$ cat src/rtl/rs_age_queue.sv
// rs_age_queue
//   Reservation station for the ALU/branch pipe. Holds issued uops until both
//   source operands are available, snooping CDB_N result-broadcast channels,
//   and offers the oldest ready entry to the execution unit over valid/ready.
//
// Ports
//   clk, rst      : clock; synchronous active-high reset
//   rdy           : global enable; low freezes all state
//   flush         : ROB clear; empties the station at the next edge
//   in_valid/in_ready        : issue handshake
//   in_op, in_pc             : opaque opcode bundle and instruction address
//   in_v1/in_v2              : source values (valid when matching dep is 0)
//   in_dep1/in_dep2          : source pending flags
//   in_q1/in_q2              : producer ROB tags for pending sources
//   in_dst                   : own ROB tag
//   cdb_valid/tag/value      : CDB_N flattened broadcast channels
//   out_valid/out_ready      : dispatch handshake
//   out_op/pc/v1/v2/dst      : payload of the selected (oldest ready) entry
//   count                    : number of occupied entries
module rs_age_queue #(
  parameter int DEPTH = 8,
  parameter int TAG_W = 4,
  parameter int XLEN  = 32,
  parameter int OP_W  = 11,
  parameter int CDB_N = 2
) (
  input  logic                     clk,
  input  logic                     rst,
  input  logic                     rdy,
  input  logic                     flush,
  input  logic                     in_valid,
  output logic                     in_ready,
  input  logic [OP_W-1:0]          in_op,
  input  logic [XLEN-1:0]          in_pc,
  input  logic [XLEN-1:0]          in_v1,
  input  logic [XLEN-1:0]          in_v2,
  input  logic                     in_dep1,
  input  logic                     in_dep2,
  input  logic [TAG_W-1:0]         in_q1,
  input  logic [TAG_W-1:0]         in_q2,
  input  logic [TAG_W-1:0]         in_dst,
  input  logic [CDB_N-1:0]         cdb_valid,
  input  logic [CDB_N*TAG_W-1:0]   cdb_tag,
  input  logic [CDB_N*XLEN-1:0]    cdb_value,
  output logic                     out_valid,
  input  logic                     out_ready,
  output logic [OP_W-1:0]          out_op,
  output logic [XLEN-1:0]          out_pc,
  output logic [XLEN-1:0]          out_v1,
  output logic [XLEN-1:0]          out_v2,
  output logic [TAG_W-1:0]         out_dst,
  output logic [$clog2(DEPTH):0]   count
);

  localparam int CW = $clog2(DEPTH) + 1;

  // Per-entry state
  logic [DEPTH-1:0] r_busy;
  logic [DEPTH-1:0] r_dep1;
  logic [DEPTH-1:0] r_dep2;
  logic [OP_W-1:0]  r_op   [DEPTH];
  logic [XLEN-1:0]  r_pc   [DEPTH];
  logic [XLEN-1:0]  r_v1   [DEPTH];
  logic [XLEN-1:0]  r_v2   [DEPTH];
  logic [TAG_W-1:0] r_q1   [DEPTH];
  logic [TAG_W-1:0] r_q2   [DEPTH];
  logic [TAG_W-1:0] r_dst  [DEPTH];
  // r_older[k][j] set: entry j is older than entry k
  logic [DEPTH-1:0] r_older[DEPTH];
  logic [CW-1:0]    r_count;

  logic [DEPTH-1:0] w_ready;
  logic [DEPTH-1:0] w_sel;
  logic [DEPTH-1:0] w_alloc;
  logic             w_alloc_found;
  logic [DEPTH-1:0] w_disp_vec;
  logic [DEPTH-1:0] w_keep;
  logic [DEPTH-1:0] w_wk1;
  logic [DEPTH-1:0] w_wk2;
  logic [XLEN-1:0]  w_wv1  [DEPTH];
  logic [XLEN-1:0]  w_wv2  [DEPTH];
  logic             w_in_hit1;
  logic             w_in_hit2;
  logic [XLEN-1:0]  w_in_val1;
  logic [XLEN-1:0]  w_in_val2;
  logic             w_acc;
  logic             w_disp;

  // Tag lookup across all channels; the lowest matching channel wins.
  // Returns {hit, value}.
  function automatic logic [XLEN:0] f_snoop(
    input logic [CDB_N-1:0]       vld,
    input logic [CDB_N*TAG_W-1:0] tags,
    input logic [CDB_N*XLEN-1:0]  vals,
    input logic [TAG_W-1:0]       tag
  );
    logic            hit;
    logic [XLEN-1:0] val;
    hit = 1'b0;
    val = '0;
    for (int unsigned c = 0; c < CDB_N; c++) begin
      if (!hit && vld[c] && (tags[c*TAG_W +: TAG_W] == tag)) begin
        hit = 1'b1;
        val = vals[c*XLEN +: XLEN];
      end
    end
    return {hit, val};
  endfunction

  // Wakeup matches for stored entries and for the incoming uop
  always_comb begin
    logic [XLEN:0] t;
    w_wk1 = '0;
    w_wk2 = '0;
    for (int unsigned k = 0; k < DEPTH; k++) begin
      t        = f_snoop(cdb_valid, cdb_tag, cdb_value, r_q1[k]);
      w_wk1[k] = t[XLEN];
      w_wv1[k] = t[XLEN-1:0];
      t        = f_snoop(cdb_valid, cdb_tag, cdb_value, r_q2[k]);
      w_wk2[k] = t[XLEN];
      w_wv2[k] = t[XLEN-1:0];
    end
    t         = f_snoop(cdb_valid, cdb_tag, cdb_value, in_q1);
    w_in_hit1 = t[XLEN];
    w_in_val1 = t[XLEN-1:0];
    t         = f_snoop(cdb_valid, cdb_tag, cdb_value, in_q2);
    w_in_hit2 = t[XLEN];
    w_in_val2 = t[XLEN-1:0];
  end

  // Ready is based on registered state only, so an entry waking this cycle
  // becomes eligible next cycle.
  assign w_ready = r_busy & ~r_dep1 & ~r_dep2;

  // Oldest-ready select: k wins when none of the entries older than k is ready.
  // Ages are a total order over busy entries, so w_sel is one-hot or zero.
  always_comb begin
    w_sel = '0;
    for (int unsigned k = 0; k < DEPTH; k++) begin
      w_sel[k] = w_ready[k] && ((r_older[k] & w_ready) == '0);
    end
  end

  // Lowest-index free slot
  always_comb begin
    w_alloc       = '0;
    w_alloc_found = 1'b0;
    for (int unsigned k = 0; k < DEPTH; k++) begin
      if (!w_alloc_found && !r_busy[k]) begin
        w_alloc[k]    = 1'b1;
        w_alloc_found = 1'b1;
      end
    end
  end

  // One-hot OR mux; an empty selection drives zeros
  always_comb begin
    out_op  = '0;
    out_pc  = '0;
    out_v1  = '0;
    out_v2  = '0;
    out_dst = '0;
    for (int unsigned k = 0; k < DEPTH; k++) begin
      if (w_sel[k]) begin
        out_op  = out_op  | r_op[k];
        out_pc  = out_pc  | r_pc[k];
        out_v1  = out_v1  | r_v1[k];
        out_v2  = out_v2  | r_v2[k];
        out_dst = out_dst | r_dst[k];
      end
    end
  end

  assign out_valid  = rdy && (w_ready != '0);
  // Deliberately ignores a same-cycle dispatch: no out_ready -> in_ready path
  assign in_ready   = rdy && (r_count < CW'(DEPTH));
  assign w_acc      = in_valid && in_ready;
  assign w_disp     = out_valid && out_ready;
  assign w_disp_vec = w_disp ? w_sel : '0;
  // Entries that remain resident past this edge; a new entry is younger than all
  assign w_keep     = r_busy & ~w_disp_vec;
  assign count      = r_count;

  always_ff @(posedge clk) begin
    if (rst || flush) begin
      r_busy  <= '0;
      r_dep1  <= '0;
      r_dep2  <= '0;
      r_count <= '0;
      for (int unsigned k = 0; k < DEPTH; k++) begin
        r_older[k] <= '0;
      end
    end else if (rdy) begin
      r_count <= r_count + CW'(w_acc) - CW'(w_disp);
      for (int unsigned k = 0; k < DEPTH; k++) begin
        if (w_acc && w_alloc[k]) begin
          r_busy[k]  <= 1'b1;
          r_op[k]    <= in_op;
          r_pc[k]    <= in_pc;
          r_dst[k]   <= in_dst;
          r_q1[k]    <= in_q1;
          r_q2[k]    <= in_q2;
          r_dep1[k]  <= in_dep1 && !w_in_hit1;
          r_dep2[k]  <= in_dep2 && !w_in_hit2;
          r_v1[k]    <= (in_dep1 && w_in_hit1) ? w_in_val1 : in_v1;
          r_v2[k]    <= (in_dep2 && w_in_hit2) ? w_in_val2 : in_v2;
          r_older[k] <= w_keep;
        end else begin
          if (w_disp_vec[k]) begin
            r_busy[k] <= 1'b0;
          end
          if (r_busy[k] && r_dep1[k] && w_wk1[k]) begin
            r_v1[k]   <= w_wv1[k];
            r_dep1[k] <= 1'b0;
          end
          if (r_busy[k] && r_dep2[k] && w_wk2[k]) begin
            r_v2[k]   <= w_wv2[k];
            r_dep2[k] <= 1'b0;
          end
          // Every resident entry is older than the newcomer
          if (w_acc) begin
            r_older[k] <= r_older[k] & ~w_alloc;
          end
        end
      end
    end
  end

endmodule

$ cat config.mk
export PLATFORM = sky130hd
export DESIGN_NAME = rs_age_queue
export DESIGN_NICKNAME = d
export VERILOG_FILES = /design/src/rtl/rs_age_queue.sv
export SDC_FILE = /design/constraint.sdc
export NUM_CORES = 2
export LEC_CHECK = 0
export BUFFER_PORTS_ARGS = -buffer_cell sky130_fd_sc_hd__buf_4
export CAP_MARGIN = 10
export CORE_MARGIN = 2
export CORE_UTILIZATION = 55
export DETAILED_ROUTE_END_ITERATION = 7
export PLACE_DENSITY = 0.78
export SLEW_MARGIN = 15
export SYNTH_ARGS = -nofsm -noshare
export SYNTH_HDL_FRONTEND = slang
export SYNTH_SLANG_ARGS = --single-unit
$ cat constraint.sdc
create_clock -name clk -period 5.39 [get_ports clk]
set_input_delay 0.2695 -clock clk [delete_from_list [all_inputs] [get_ports clk]]
set_output_delay 0.2695 -clock clk [all_outputs]
set_load 0.02 [all_outputs]
Word-level counts from Yosys, hierarchy flattened
Memory sizes are Yosys's and may differ from the RTL's.
Index checks and enable logic that the tools add are counted.

storage, ports and cells
  flip-flop bits (word level) = 28
  bits in writable memories = 1016
  input bits = 201
  output and inout port bits = 117
  memories = 8

operators by class
  add/subtract/negate cells = 2
  magnitude comparators = 1
  eq/ne operators = 36
  muxes and demuxes = 461
  bitwise gates (word level) = 90
  reduce and logical (&&, ||, !) cells = 243

memory list
  memory           depth  bits a word  read ports  clocked after Yosys merged registers in  wr ports  line  text
  r_pc             8      32           8           0                                        1         62    logic [XLEN-1:0] r_pc [DEPTH];
  r_v1             8      32           8           0                                        8         63    logic [XLEN-1:0] r_v1 [DEPTH];
  r_v2             8      32           8           0                                        8         64    logic [XLEN-1:0] r_v2 [DEPTH];
  r_op             8      11           8           0                                        1         61    logic [OP_W-1:0] r_op [DEPTH];
  r_older          8      8            8           0                                        8         69    logic [DEPTH-1:0] r_older[DEPTH];
  r_dst            8      4            8           0                                        1         67    logic [TAG_W-1:0] r_dst [DEPTH];
  2 more memories  --     --           --          --                                       --        --

operators with widths
  kind                                        count
  32-bit two-way mux                          85
  32-bit OR                                   21
  1-bit two-way mux                           280
  32-bit OR reduction                         7
  11-bit two-way mux                          15
  8-bit AND                                   19
  4-bit equality test                         36
  8-bit two-way mux                           17
  1-bit logical AND                           117
  4-bit two-way mux                           29
  3-bit two-way mux                           35
  4-bit OR reduction                          21
  11-bit OR                                   7
  11-bit OR reduction                         7
  8-bit logical NOT                           8
  2-bit AND reduction                         24
  2-bit nonzero test                          24
  1-bit logical NOT                           33
  8-bit inverter                              4
  1-bit OR                                    32
  4-bit OR                                    7
  8-bit nonzero test                          1
  4-bit by 1-bit adder with 4-bit output      1
  4-bit < comparator (second input constant)  1
  other kinds (2)                             2

Logic depth before layout (Yosys ltp)
  depth after elaboration = 28
  depth in mapped cells = 14
  depth with buffers taken out = 12

Worst setup path before layout
OpenSTA, ideal clock, no wires.

  kind = register to register
  start point = register r_busy[0]
  end point = memory r_v1[6][0] (netlist: r_v1[1][64]) (enable)
  setup time = 0.375 ns
  data arrival time = 4.481 ns
  data required time = 5.015 ns
  slack = 0.534 ns
  cell stages (with the launch flop) = 7
  period minus slack after synthesis = 4.856 ns
  cell sequence = dfxtp_1 clkbuf_1 nand4_1 or3_1 clkbuf_1 nor2_1 or2_2

RTL lines
  item                               line  text
  from (decl)                        58    logic [DEPTH-1:0] r_busy;
  from (signal assigned)             186   r_busy <= '0;
  from (signal, indexed assignment)  197   r_busy[k] <= 1'b1;
  from (signal, indexed assignment)  210   r_busy[k] <= 1'b0;
  to (decl)                          63

Worst setup path in the final report
  start point = register r_busy[1]
  end point = output port out_op[7]

on the way
  longest elaborated chain between the ends = 20
  elaborated cells on any way between the ends = 41

ends and longest elaborated chain
  item                      line  text
  8-bit AND * (2 in a row)  133   assign w_ready = r_busy & ~r_dep1 & ~r_dep2;
  8-bit AND                 140   w_sel[k] = w_ready[k] && ((r_older[k] & w_ready) == '0);
  8-bit logical NOT         140
  1-bit logical AND         140
  11-bit two-way mux        164   if (w_sel[k]) begin
  11-bit OR                 165   out_op = out_op | r_op[k];
  11-bit two-way mux        164
  11-bit OR                 165
  [... 3 more ...]          --
  11-bit OR                 165
  11-bit two-way mux        164
  11-bit OR                 165
  11-bit two-way mux        164
  11-bit OR                 165
  11-bit two-way mux        164
  11-bit OR                 165
  11-bit two-way mux *      164
  to (decl)                 47    output logic [OP_W-1:0] out_op,

Every way passes the cells marked *; elsewhere a longest branch is shown, timed or not.

==> flow_metrics.env <==
export IMPL_status="finished, violations left"
export IMPL_failed_checks="DRC"
export IMPL_avgRoutedWirePerCell_um=35.7
export IMPL_antenna_found_initial=5
export IMPL_avgViaCountPerCell=7.61
export IMPL_fin_crit_sh=0.916
export IMPL_drt_first_pass_iters=8
export IMPL_p_seq_frac=0.505
export IMPL_r2r_slack_ns=1.26
export IMPL_cellPowerDensity_nw_per_um2=303
export IMPL_grt_max_degree=62
export IMPL_pwr_share_comb=0.067
export IMPL_p_int_mw=13.8
export IMPL_cpPeakStageDelay_ns=0.97
export IMPL_clk_pin_slew_worst_paths_ns=0.07
export IMPL_postRouteAntennaNets=0
export IMPL_yosys_register_bits=1044
export IMPL_synth_enable_flop_cells=1016
export IMPL_overflow=0
export IMPL_synth_area_um2=51300
export IMPL_period_needed_ns=4.94
export IMPL_port_buffer_count=317
export IMPL_cts_hold_buf=56
export IMPL_async_flop_share=0
export IMPL_path_max_fanout=61
export IMPL_coreArea_um2=92100
export IMPL_cts_buffers=105
export IMPL_hold_path_startpoint="in_v1[4]"
export IMPL_synthesis_instances=3839
export IMPL_total_switching_power_mw=4.06
export IMPL_die_h_um=309
export IMPL_rows=111
export IMPL_avgSynthCellArea_um2=13.4
export IMPL_dieArea_um2=95700
export IMPL_required_ns=5.12
export IMPL_relSlewSlack=0.0910
export IMPL_clock_path_buffers=3
export IMPL_holdCritPathClass="in -> reg"
export IMPL_tightest_slew_ns=1.36
export IMPL_fmax_ghz=0.203
export IMPL_slowest_stage="and4_4"
export IMPL_finalMaxSlewViolations=0
export IMPL_endpoint_kind="output pin"
export IMPL_power_frac_clock=0.428
export IMPL_synthFlopType="edfxtp_1"
export IMPL_crit_type="reg -> out"
export IMPL_r2r_end="r_older[1][25]$_SDFFCE_PN0P_"
export IMPL_cpMostUsedCell="buf_4"
export IMPL_rsz0062_at_grt="no"
export IMPL_syn_nets=4045
export IMPL_htree_levels=3
export IMPL_crit_chain="nor3b_1 > nor2b_1 > and4_4 > buf_4 > a22o_1 > a221oi_1 > nand3_1 > buf_4"
export IMPL_layout_nets=4178
export IMPL_ys_seq_area_frac=0.606
export IMPL_io_pins=318
export IMPL_fin_skew_ns=0.0265
export IMPL_ir_drop_v=0.000262
export IMPL_finalWirelength_um=190000
export IMPL_clk_latency_ns=0.71
export IMPL_drcViolationCount=22
export IMPL_finalSetupViolCount=0
export IMPL_cp_start_kind="flip-flop"
export IMPL_cts_setup_buffers=0
export IMPL_final_setup_tns_ns=0
export IMPL_cts_tree="built"
export IMPL_multi_input_area_um2=18600
export IMPL_grt_pass1_wl_um=269000
export IMPL_clock_sinks=1044
export IMPL_yosys_cell_types_count=60
export IMPL_power_total_mw=17.8
export IMPL_seq_area_um2=31100
export IMPL_post_cts_resized=0
export IMPL_hold_path_depth=3
export IMPL_cap_violations=0
export IMPL_die_w_um=309
export IMPL_yosysWarnings=0
export IMPL_drive_gt1_frac=0.178
export IMPL_gp_congestion=0.968
export IMPL_vias=40400
export IMPL_r2r_cells=7
export IMPL_hold_violations=0
export IMPL_dp_hpwl_um=106000
export IMPL_nFillCells=6716
export IMPL_whs_endpoint="r_v1[0][68]$_DFFE_PP_"
export IMPL_cts_root_buffer="clkbuf_16"
export IMPL_timing_rr_start="r_busy[1]$_SDFFE_PN0P_"
export IMPL_track_usage=0.388
export IMPL_first_global_vias=39200
export IMPL_initial_core_util=0.557
export IMPL_p_leak_nw=17.8
export IMPL_area_growth_pct=14.8
export IMPL_cp_data_arrival_time_ns=4.67
export IMPL_drtIter0Drc=7813
export IMPL_sw_frac_of_total=0.228
## layout by cell type (no fill, tap or decap), types with 14 or more instances in the layout
master	instances
a21oi_1	20
a221oi_1	111
a222oi_1	64
a22o_1	111
a22oi_1	748
and3_1	17
buf_4	426
bufinv_16	14
clkbuf_1	25
clkbuf_16	107
clkinv_1	19
clkinv_2	23
dfxtp_1	28
dlygate4sd3_1	56
edfxtp_1	1016
mux2i_1	514
nand2_1	92
nand3_1	164
nand4_1	25
nor2_1	21
nor2b_4	14
nor4_1	22
nor4_4	17
nor4bb_1	21
o21ai_0	37
o22ai_1	22
or2_2	18
xnor2_1	39
xor2_1	101
## critical path: cells and delay by family, from the launching register on
family                 cells  cell delay [ns]
AND/OR/NAND/NOR            4             2.18
flip-flops                 1             0.76
buffers and inverters      2             0.65
AO/OA/AOI/OAI              2             0.27
## area by class of cell
| cell class | count | area share |
|---|---|---|
| Inverter | 17 | 0.00108 |
| Clock inverter | 62 | 0.0118 |
| Tap cell | 1243 | 0.0264 |
| Sequential cell | 1044 | 0.528 |
| Antenna cell | 1 | 0.0000425 |
| Clock buffer | 137 | 0.0483 |
| Timing Repair Buffer | 508 | 0.0689 |
| Multi-Input combinational cell | 2296 | 0.316 |
## routing by layer
layer | part of all wire | track usage | vias up | wire length [um]
met5 | 0.00015 | 0 | - | 29
met4 | 0.059 | 0.200 | 6 | 11200
met3 | 0.16 | 0.133 | 835 | 30100
met2 | 0.43 | 0.576 | 3903 | 82300
met1 | 0.35 | 0.507 | 19800 | 65900
li1 | - | - | 15900 | -
## cells in the mapped netlist (all sizes together) (2+ instances only)
master | number | area (um^2)
o2111a | 5 | 56.3
and4 | 19 | 166
ha | 4 | 50.1
xor2 | 101 | 885
o2111ai | 2 | 17.5
nand3 | 164 | 821
nor3 | 5 | 30.0
xnor2 | 39 | 342
dfxtp | 28 | 561
a21oi | 20 | 100
nor2b | 21 | 131
and3 | 19 | 119
o211ai | 4 | 30.0
or2 | 18 | 113
or4b | 4 | 40.0
and2 | 4 | 25.0
a22oi | 748 | 5620
a221oi | 111 | 972
nor3b | 10 | 75.1
buf | 163 | 748
a22o | 111 | 972
a31oi | 2 | 12.5
o22ai | 22 | 138
o21ai | 38 | 190
clkbuf | 319 | 1200
edfxtp | 1016 | 30500
a31o | 4 | 35.0
nand2 | 92 | 345
a222oi | 64 | 641
nand4 | 25 | 156
nor2 | 26 | 97.6
nor4 | 39 | 350
mux2i | 514 | 5140
nand2b | 21 | 131
clkinv | 2 | 7.51
a211oi | 7 | 52.6
nor4bb | 21 | 210
inv | 15 | 56.3
## cell families after synthesis
| kind of cell | after synthesis | synth area share |
|---|---|---|
| AND/OR/NAND/NOR | 492 | 0.0555 |
| XOR/XNOR | 140 | 0.0239 |
| multiplexers | 514 | 0.100 |
| flip-flops | 1044 | 0.606 |
| AO/OA/AOI/OAI | 1145 | 0.173 |
| adder cells (fa/ha/maj) | 5 | 0.00137 |
| buffers and inverters | 499 | 0.0392 |
## worst max-delay path by stage
stage | from | endpoint
after floorplan | r_busy[0]$_SDFFE_PN0P_ | r_v1[1][64]$_DFFE_PP_
after global placement | rdy | r_v1[0][25]$_DFFE_PP_
after detailed placement | r_busy[1]$_SDFFE_PN0P_ | out_v2[8]
after CTS | r_busy[1]$_SDFFE_PN0P_ | out_v2[8]
after global routing | r_busy[1]$_SDFFE_PN0P_ | out_op[7]
final | r_busy[1]$_SDFFE_PN0P_ | out_op[7]
## power by group through the flow
stage	Sequential [mW]	Clock, mW	Combinational (mW)
after floorplan	9.16	0	0.620
after global routing	9.00	7.92	1.24
after global placement	9.17	0	1.06
after detailed placement	9.17	0	1.09
after CTS	9.00	7.61	1.13
final	9.00	7.64	1.19
## per-stage QoR
| step | setup WS (ns) | std cells | cell area, um^2 | hold WS (ns) | util |
|---|---|---|---|---|---|
| 2_1_floorplan | 0.534 | 3839 | 51300 | 0.368 | - |
| 3_3_place_gp | 1.38 | 5036 | 54700 | 0.503 | 0.594 |
| 3_5_place_dp | 1.36 | 5040 | 54700 | 0.505 | 0.594 |
| 4_1_cts | 0.608 | 5295 | 58800 | 0.0438 | 0.638 |
| 5_1_grt | 0.354 | 5308 | 58900 | 0.0263 | 0.639 |
| 6_report | 0.453 | 5308 | 58900 | 0.0103 | 0.639 |
## state kept, by name, indices dropped and copies added, names as in the netlist
signal / flops
r_v2: 256
r_busy: 8
r_older: 64
r_dst: 32
r_q2: 32
count: 4
r_dep1: 8
r_pc: 256
r_op: 88
r_q1: 32
r_v1: 256
r_dep2: 8
Note: power is estimated with default switching activity, not from simulation.
